## config.mk

```make
export PLATFORM = sky130hd
export DESIGN_NAME = tmds_channel_decoder
export DESIGN_NICKNAME = d
export VERILOG_FILES = /design/src/rtl/tmds_pkg.sv /design/src/rtl/tmds_symbol_decode.sv /design/src/rtl/tmds_channel_decoder.sv
export SDC_FILE = /design/constraint.sdc
export NUM_CORES = 1
export LEC_CHECK = 0
export ABC_AREA = 1
export CORE_MARGIN = 4
export CORE_UTILIZATION = 60
export DETAILED_ROUTE_END_ITERATION = 10
export HOLD_SLACK_MARGIN = 0.08
export PLACE_DENSITY = 0.86
export SKIP_CTS_REPAIR_TIMING = 1
export SYNTH_ARGS = -nofsm -noshare
export SYNTH_HDL_FRONTEND = slang
export SYNTH_SLANG_ARGS = --single-unit
```

## constraint.sdc

```tcl
create_clock -name clk -period 2.7 [get_ports clk]
set_clock_uncertainty 0.2 [all_clocks]
set_input_delay 0.54 -clock clk [delete_from_list [all_inputs] [get_ports clk]]
set_output_delay 0.54 -clock clk [all_outputs]
set_load 0.1 [all_outputs]
```

## src/rtl/tmds_pkg.sv

```systemverilog
// rtl/tmds_pkg.sv - shared TMDS receive constants, control tokens and lock states
package tmds_pkg;

  localparam int SYM_W = 10;
  localparam int OFF_W = 4;
  localparam logic [OFF_W-1:0] OFF_MAX = 4'd9;

  localparam logic [SYM_W-1:0] TOK_00 = 10'h354;
  localparam logic [SYM_W-1:0] TOK_01 = 10'h0AB;
  localparam logic [SYM_W-1:0] TOK_10 = 10'h154;
  localparam logic [SYM_W-1:0] TOK_11 = 10'h2AB;

  typedef enum logic {
    SEARCH = 1'b0,
    LOCKED = 1'b1
  } lock_state_e;

endpackage

```

## src/rtl/tmds_symbol_decode.sv

```systemverilog
// rtl/tmds_symbol_decode.sv - combinational 10b symbol classifier and 10b->8b data decoder
module tmds_symbol_decode
  import tmds_pkg::*;
(
  input  logic [SYM_W-1:0] sym_i,
  output logic             is_ctrl_o,
  output logic [1:0]       ctrl_o,
  output logic [7:0]       byte_o
);

  logic [7:0] d;

  always_comb begin
    d         = sym_i[9] ? ~sym_i[7:0] : sym_i[7:0];
    byte_o    = '0;
    byte_o[0] = d[0];
    // bit 8 selects XOR vs XNOR transition coding
    for (int i = 1; i < 8; i++) begin
      byte_o[i] = sym_i[8] ? (d[i] ^ d[i-1]) : ~(d[i] ^ d[i-1]);
    end

    is_ctrl_o = 1'b1;
    ctrl_o    = 2'b00;
    case (sym_i)
      TOK_00:  ctrl_o = 2'b00;
      TOK_01:  ctrl_o = 2'b01;
      TOK_10:  ctrl_o = 2'b10;
      TOK_11:  ctrl_o = 2'b11;
      default: is_ctrl_o = 1'b0;
    endcase
  end

endmodule

```

## src/rtl/tmds_channel_decoder.sv

```systemverilog
// rtl/tmds_channel_decoder.sv - one TMDS lane: bit alignment on control-token runs, 10b->8b decode
module tmds_channel_decoder
  import tmds_pkg::*;
#(
  parameter int CTRL_RUN  = 8,
  parameter int TIMEOUT   = 2048,
  parameter int TIMEOUT_W = 12
) (
  input  logic             clk,
  input  logic             rst,
  input  logic [SYM_W-1:0] din,
  output logic [7:0]       data,
  output logic             de,
  output logic             c0,
  output logic             c1,
  output logic             locked,
  output logic [OFF_W-1:0] offset,
  output logic             lock_lost
);

  localparam int RUN_W = $clog2(CTRL_RUN + 1);

  lock_state_e          state_q, state_d;
  logic [RUN_W-1:0]     run_q, run_d;
  logic [TIMEOUT_W-1:0] tmo_q, tmo_d, tmo_inc;
  logic [OFF_W-1:0]     offset_q, offset_d;
  logic [SYM_W-1:0]     prev_q, sym_q;
  logic [2*SYM_W-1:0]   shifted;
  logic [7:0]           data_q, data_d;
  logic                 de_q, de_d;
  logic [1:0]           c_q, c_d;
  logic                 lost_q, lost_d;

  logic                 is_ctrl;
  logic [1:0]           ctrl;
  logic [7:0]           dec_byte;

  // offset change applies to the very next symbol; no flush
  always_comb begin
    shifted = {din, prev_q} >> offset_q;
  end

  tmds_symbol_decode u_dec (
    .sym_i     (sym_q),
    .is_ctrl_o (is_ctrl),
    .ctrl_o    (ctrl),
    .byte_o    (dec_byte)
  );

  always_comb begin
    state_d  = state_q;
    run_d    = run_q;
    tmo_d    = tmo_q;
    offset_d = offset_q;
    lost_d   = 1'b0;
    tmo_inc  = tmo_q + 1'b1;

    case (state_q)
      SEARCH: begin
        if (is_ctrl) begin
          tmo_d = '0;
          if (run_q >= RUN_W'(CTRL_RUN - 1)) begin
            run_d   = RUN_W'(CTRL_RUN);
            state_d = LOCKED;
          end else begin
            run_d = run_q + 1'b1;
          end
        end else begin
          run_d = '0;
          if (tmo_inc == TIMEOUT_W'(TIMEOUT)) begin
            tmo_d    = '0;
            offset_d = (offset_q == OFF_MAX) ? '0 : offset_q + 1'b1;
          end else begin
            tmo_d = tmo_inc;
          end
        end
      end
      LOCKED: begin
        if (is_ctrl) begin
          tmo_d = '0;
        end else if (tmo_inc == TIMEOUT_W'(TIMEOUT)) begin
          state_d = SEARCH;
          run_d   = '0;
          tmo_d   = '0;
          lost_d  = 1'b1;
        end else begin
          tmo_d = tmo_inc;
        end
      end
      default: state_d = SEARCH;
    endcase
  end

  // gating follows the next state so de never shows while locked reads 0
  always_comb begin
    data_d = '0;
    de_d   = 1'b0;
    c_d    = c_q;
    if (state_d == LOCKED) begin
      if (is_ctrl) begin
        c_d = ctrl;
      end else begin
        de_d   = 1'b1;
        data_d = dec_byte;
      end
    end
  end

  always_ff @(posedge clk or negedge rst) begin
    if (!rst) begin
      state_q  <= SEARCH;
      run_q    <= '0;
      tmo_q    <= '0;
      offset_q <= '0;
      prev_q   <= '0;
      sym_q    <= '0;
      data_q   <= '0;
      de_q     <= 1'b0;
      c_q      <= 2'b00;
      lost_q   <= 1'b0;
    end else begin
      state_q  <= state_d;
      run_q    <= run_d;
      tmo_q    <= tmo_d;
      offset_q <= offset_d;
      prev_q   <= din;
      sym_q    <= shifted[SYM_W-1:0];
      data_q   <= data_d;
      de_q     <= de_d;
      c_q      <= c_d;
      lost_q   <= lost_d;
    end
  end

  assign data      = data_q;
  assign de        = de_q;
  assign c0        = c_q[0];
  assign c1        = c_q[1];
  assign locked    = (state_q == LOCKED);
  assign offset    = offset_q;
  assign lock_lost = lost_q;

endmodule

```

# Word level (Yosys, flattened, before mapping)
# Index checks and enable logic that the tools add are counted.
dict set report word_totals {
  ff_bits 53
  wordCells 74
  input_bits 12
  out_inout_bits 17
}
dict set report classes {
  mux 30
  n_bitwise 17
  shifts 1
  magnitude_cmp 1
  n_eq_ne 8
  add_sub_neg 3
  n_reduce_logical 4
}
# op n
set op_table {}
lappend op_table {{$mux 12} 2}
lappend op_table {{$mux 8} 3}
lappend op_table {{$eq 10x10->1 const B} 2}
lappend op_table {{$mux 4} 5}
lappend op_table {{$shr 20x4->10} 1}
lappend op_table {{$mux 1} 17}
lappend op_table {{$add 12x1->12 const B} 1}
lappend op_table {{$eq 12x12->1 const B} 1}
lappend op_table {{$eq 10x8->1 const B} 1}
lappend op_table {{$eq 10x9->1 const B} 1}
lappend op_table {{$not 1->1} 9}
lappend op_table {{$add 4x1->4 const B} 2}
lappend op_table {{$not 8->8} 1}
lappend op_table {{$pmux 4 s2} 1}
lappend op_table {{$xor 1x1->1} 7}
lappend op_table {{$pmux 2 s3} 1}
lappend op_table {{$eq 4x4->1 const B} 1}
lappend op_table {{$ge 4x3->1 const B} 1}
lappend op_table {{$reduce_and 2->1} 2}
lappend op_table {{$reduce_or 4->1} 1}
lappend op_table {{$reduce_and 3->1} 1}
lappend op_table {{$ne 2x1->1 const B} 1}
lappend op_table {{$ne 2x2->1 const B} 1}
lappend op_table {{$pmux 1 s2} 1}

# Depth between registers and ports, before layout
dict set report depth {
  ltp_word 7
  depth_mapped 12
  mapped_depth_nobuf 12
}

# By module
# A second synthesis with hierarchy kept.
dict set report unflattened {
  cells_unflattened 421
  area_unflattened_um2 3069.2
}
# module area_each_um2 seq_area_each_um2 instances cells_each
set by_module_without_submodules {}
lappend by_module_without_submodules {tmds_channel_decoder 2819.0 1326.3 1 363}
lappend by_module_without_submodules {tmds_symbol_decode 250.2 0.0 1 58}

# Least setup slack after synthesis
# OpenSTA, ideal clock, no wires.
dict set report synth_path {
  kind {register to register}
  start {reg offset_q[0], in the netlist offset[0]}
  end {reg sym_q[7]}
  required_time_ns 2.371
  slack_ns 0.273
  setup_time_ns 0.129
  t_arrival_ns 2.098
  path_stages_with_launch 9
  synth_period_minus_slack_ns 2.427
  cell_sequence {dfrtp_1 clkinv_1 buf_2 nand2_1 nand2_1 o21ai_0 a21oi_1 o21ai_0 nand3_1}
}
dict set report synth_via {
  elab_chain_cells 1
}
# item line_no
set synth_lines {}
lappend synth_lines {{start: declaration} tmds_channel_decoder.sv:26} ;# logic [OFF_W-1:0] offset_q, offset_d;
lappend synth_lines {{start signal: assignment} tmds_channel_decoder.sv:125} ;# offset_q <= offset_d;
lappend synth_lines {{$shr 20x4->10} tmds_channel_decoder.sv:40} ;# shifted = {din, prev_q} >> offset_q;
lappend synth_lines {{via shifted[7]} tmds_channel_decoder.sv:28} ;# logic [2*SYM_W-1:0] shifted;
lappend synth_lines {{end signal: assignment} tmds_channel_decoder.sv:127} ;# sym_q <= shifted[SYM_W-1:0];
lappend synth_lines {{end: declaration} tmds_channel_decoder.sv:27} ;# logic [SYM_W-1:0] prev_q, sym_q;
# The timed path passes the listed nets, and every way through them passes these cells.
# A chain may end at the register's enable or synchronous reset.

# Worst setup path in the final report
dict set report layout_path {
  start {reg offset_q[0], in the netlist offset[0]}
  end {reg sym_q[9]}
}
# The elaborated chain is that of the path after synthesis.

==> key figures <==
Route
  – Routed wire length: 6.51 mm
  – Met2 wire len: 3.34 mm
  – Met1 wire length: 2.62 mm
  – Via Count: 2837
  – DRT iter0 DRCs: 146
  – Drt first pass iters: 5
  – Residual DRC: 0
  – Highest metal used: met4
  – Final ANT Viol Nets: 0
  – Met3 wire length: 342 um
  – DR WL/cell: 12.3 um
  – Vias per inst: 5.34

Setup path
  – Kind of critical path: reg2reg
  – Most frequent CP cell: nand2_1
  – Worst endpoint data arrival time: 2.10 ns
  – Critical Path Max Stage Delay: 0.50 ns
  – Crit-path slowest cell: dfrtp_1
  – Cell Chain, Critical Path: clkinv_1 -> o21ai_0 -> nand2_1 -> o21ai_0 -> nand2_1 -> nand2_1 -> o22ai_1
  – Worst EP required: 2.67 ns
  – Kind of cell adding the most delay to the critical path: compound AO/OA/AOI/OAI gates
  – Critical path launch point type: flop
  – Critical path endpoint category: flop
  – WP buf/inv: 1
  – Critical-path maximum fanout: 18

Yosys
  – Top FF cell, synth: dfrtp_1
  – Synthesis-stage register bit count: 53
  – Post-synth EDFFs: 0
  – Post-synthesis sequential area ratio: 41.8%
  – Asr flop ratio synth: 100%
  – Post-Syn Nets: 450
  – Post-Syn Area: 0.00317 mm^2
  – Syn avg cell area: 7.33 um^2
  – Yosys cell types: 31
  – Mapped Cells: 433
  – Synth warn: 0

Global routing
  – Initial antenna violation count: 0
  – First-pass GRT wire length: 11.2 mm
  – Pin count of the biggest net entering global routing: 34
  – Overall Global Routing Usage: 21.8%
  – Total gr overflow: 0
  – Vias in the first global route: 2633

Floorplanning
  – Placeable Area: 0.00511 mm^2
  – Row count: 26
  – Die height: 80.7 um
  – Chip width: 80.7 um
  – I/O pin cnt: 29
  – Initial Util: 62.1%
  – DIE AREA: 0.00652 mm^2

STA
  – Setup tns final: 0 ns
  – Final setup fails: 0
  – RSZ-0062 raised after global routing: no
  – Tmin final: 2.12 ns
  – Tcrit/Tclk final: 78.6%
  – Actual slew at the worst max-slew pin: 0.754 ns
  – Fmax: 0.471 GHz
  – Final hold vios: 0
  – Slew HR: 49.7%
  – Final Slew Violations: 0

Placement
  – Port buffer count: 28
  – DP Wirelength: 5.02 mm
  – Routability cong.: 0.918
  – # placed instances: 523

Clock tree
  – Sink Count: 53
  – Worst-path clk slew: 0.09 ns
  – Clk buf depth: 2
  – Clk root buf: clkbuf_8
  – CTS buffer count: 5
  – Htree depth: 2
  – CTS tree: yes
  – Worst-skew pair later-pin latency: 0.30 ns

Finish
  – Share of post-route cells with drive strength above 1: 11.3%
  – Final net count: 477
  – Fill count: 434
  – Syn-to-layout area delta: 12.3%
  – Register area: 0.00133 mm^2
  – Multi-input logic area: 0.00158 mm^2
  – Finished Layout Cells: 531
  – Ant. Diodes: 0

Power and ir drop
  – LEAKAGE: 1.85 nW
  – VDD IR max: 0.383 mV
  – Pwr/cell area: 539 mW/mm^2

Run status
  – Status: finished, final reports clean

Min path
  – Min-Delay Path Class: in2async

Job
  – Max Cap Violations: 0
==> logic make-up (layout without fill, tap and decap cells) <==
logic type / Yosys count / after routing / share of synthesized area, %
DFF: 53 / 53 / 41.8
AOI/OAI and AO/OA: 45 / 45 / 7.97
and+or+nand+nor: 254 / 254 / 35.4
adders and majority gates: 5 / 5 / 1.97
buffers and inverters: 60 / 88 / 8.32
muxes: 4 / 4 / 1.26
xor gates and xnor gates: 12 / 12 / 3.31
==> synth_stat cells, types with 2 or more instances <==
cell      count  area share [%]
a21oi_1       6            0.95
nor2_1       39             4.6
nand2_1     142              17
buf_2         4            0.63
nand3_1      37             5.8
nor2_4        2            0.71
nor3_1        6            0.95
o221ai_1      3            0.83
buf_4         3            0.71
nor2_2        5            0.99
nand2_2       4            0.79
o22ai_1       2            0.39
ha_1          5             2.0
o21ai_0      29             4.6
inv_2         3            0.35
clkinv_1      3            0.35
nand4_1      11             2.2
buf_6         3             1.1
o211ai_1      4            0.95
clkbuf_1      2            0.24
xnor2_1       3            0.83
mux2i_1       4             1.3
or2_2         4            0.79
inv_1        42             5.0
dfrtp_1      53              42
xor2_1        9             2.5
==> metal layers <==
metal | track usage, % | vias up
met1 | 24.3 | 1294
met5 | 0 | -
met2 | 40.4 | 82
met4 | 8.61 | 0
met3 | 4.15 | 20
li1 | - | 1441
==> report_power, final <==
| part | total [W] | leakage, nW | internal [W] | switching [W] |
|---|---|---|---|---|
| logic | 0.000455 | 1.11 | 0.000166 | 0.000288 |
| clock network | 0.000527 | 0.0554 | 0.000278 | 0.000249 |
| registers | 0.000938 | 0.677 | 0.000861 | 0.0000763 |
==> metrics by stage <==
step                setup WS (ns)  util, %  total power, W  hold slack (ns)  cell area (um^2)
floorplan                   0.273        -         0.00129           0.0444              3170
global placement            0.610     67.6         0.00139            0.297              3450
finish                      0.578     69.8         0.00192           0.0986              3560
CTS                         0.610     69.8         0.00194            0.115              3560
detailed placement          0.526     67.6         0.00141            0.296              3450
global route                0.404     69.8         0.00206            0.138              3560
==> registers in the layout (all words and copies together), names as in the netlist <==
name and cells:
de 1, run_q 4, locked 1, tmo_q 12, prev_q 10, sym_q 10
data 8, c_q 2, lock_lost 1, offset 4
==> cell usage in the layout (no fill, tap or decap), drive strengths merged <==
cell type      Yosys  final
o211ai             4      4
nand3             39     39
clkinv             3      4
nand3b             1      1
or2                4      4
xnor2              3      3
clkdlybuf4s50      0     10
nor3               7      7
nand2            146    146
a21oi              6      6
o22ai              2      2
o221ai             3      3
nand4             11     11
bufinv             0      1
clkbuf             2      6
dfrtp             53     53
nor2              46     46
xor2               9      9
buf               10     22
inv               45     45
ha                 5      5
o21ai             30     30
mux2i              4      4
==> area by class of cell <==
type,instances,area share [%]
multi-input combinational,320,44.4
sequential,53,37.2
timing repair buffer,32,7.72
inverter,48,5.06
tap,70,2.46
clock buffer,6,2.04
clock inverter,2,1.09
==> final timing paths <==
kind                                             from                   end  slack, ns  cells after the start
worst max-delay path            offset[0]$_DFFE_PN0P_    sym_q[9]$_DFF_PN0_       0.58                      7
worst min-delay path                              rst   tmo_q[10]$_DFF_PN0_        0.1                      1
worst min register to register   run_q[3]$_DFFE_PN0P_  run_q[3]$_DFFE_PN0P_       0.32                      2
worst max register to register  offset[0]$_DFFE_PN0P_    sym_q[9]$_DFF_PN0_       0.58                      7
min in group clk                 run_q[3]$_DFFE_PN0P_  run_q[3]$_DFFE_PN0P_       0.32                      2
max in group asynchronous                         rst    sym_q[3]$_DFF_PN0_       1.56                      2
Power figures use the tool's default switching activity.
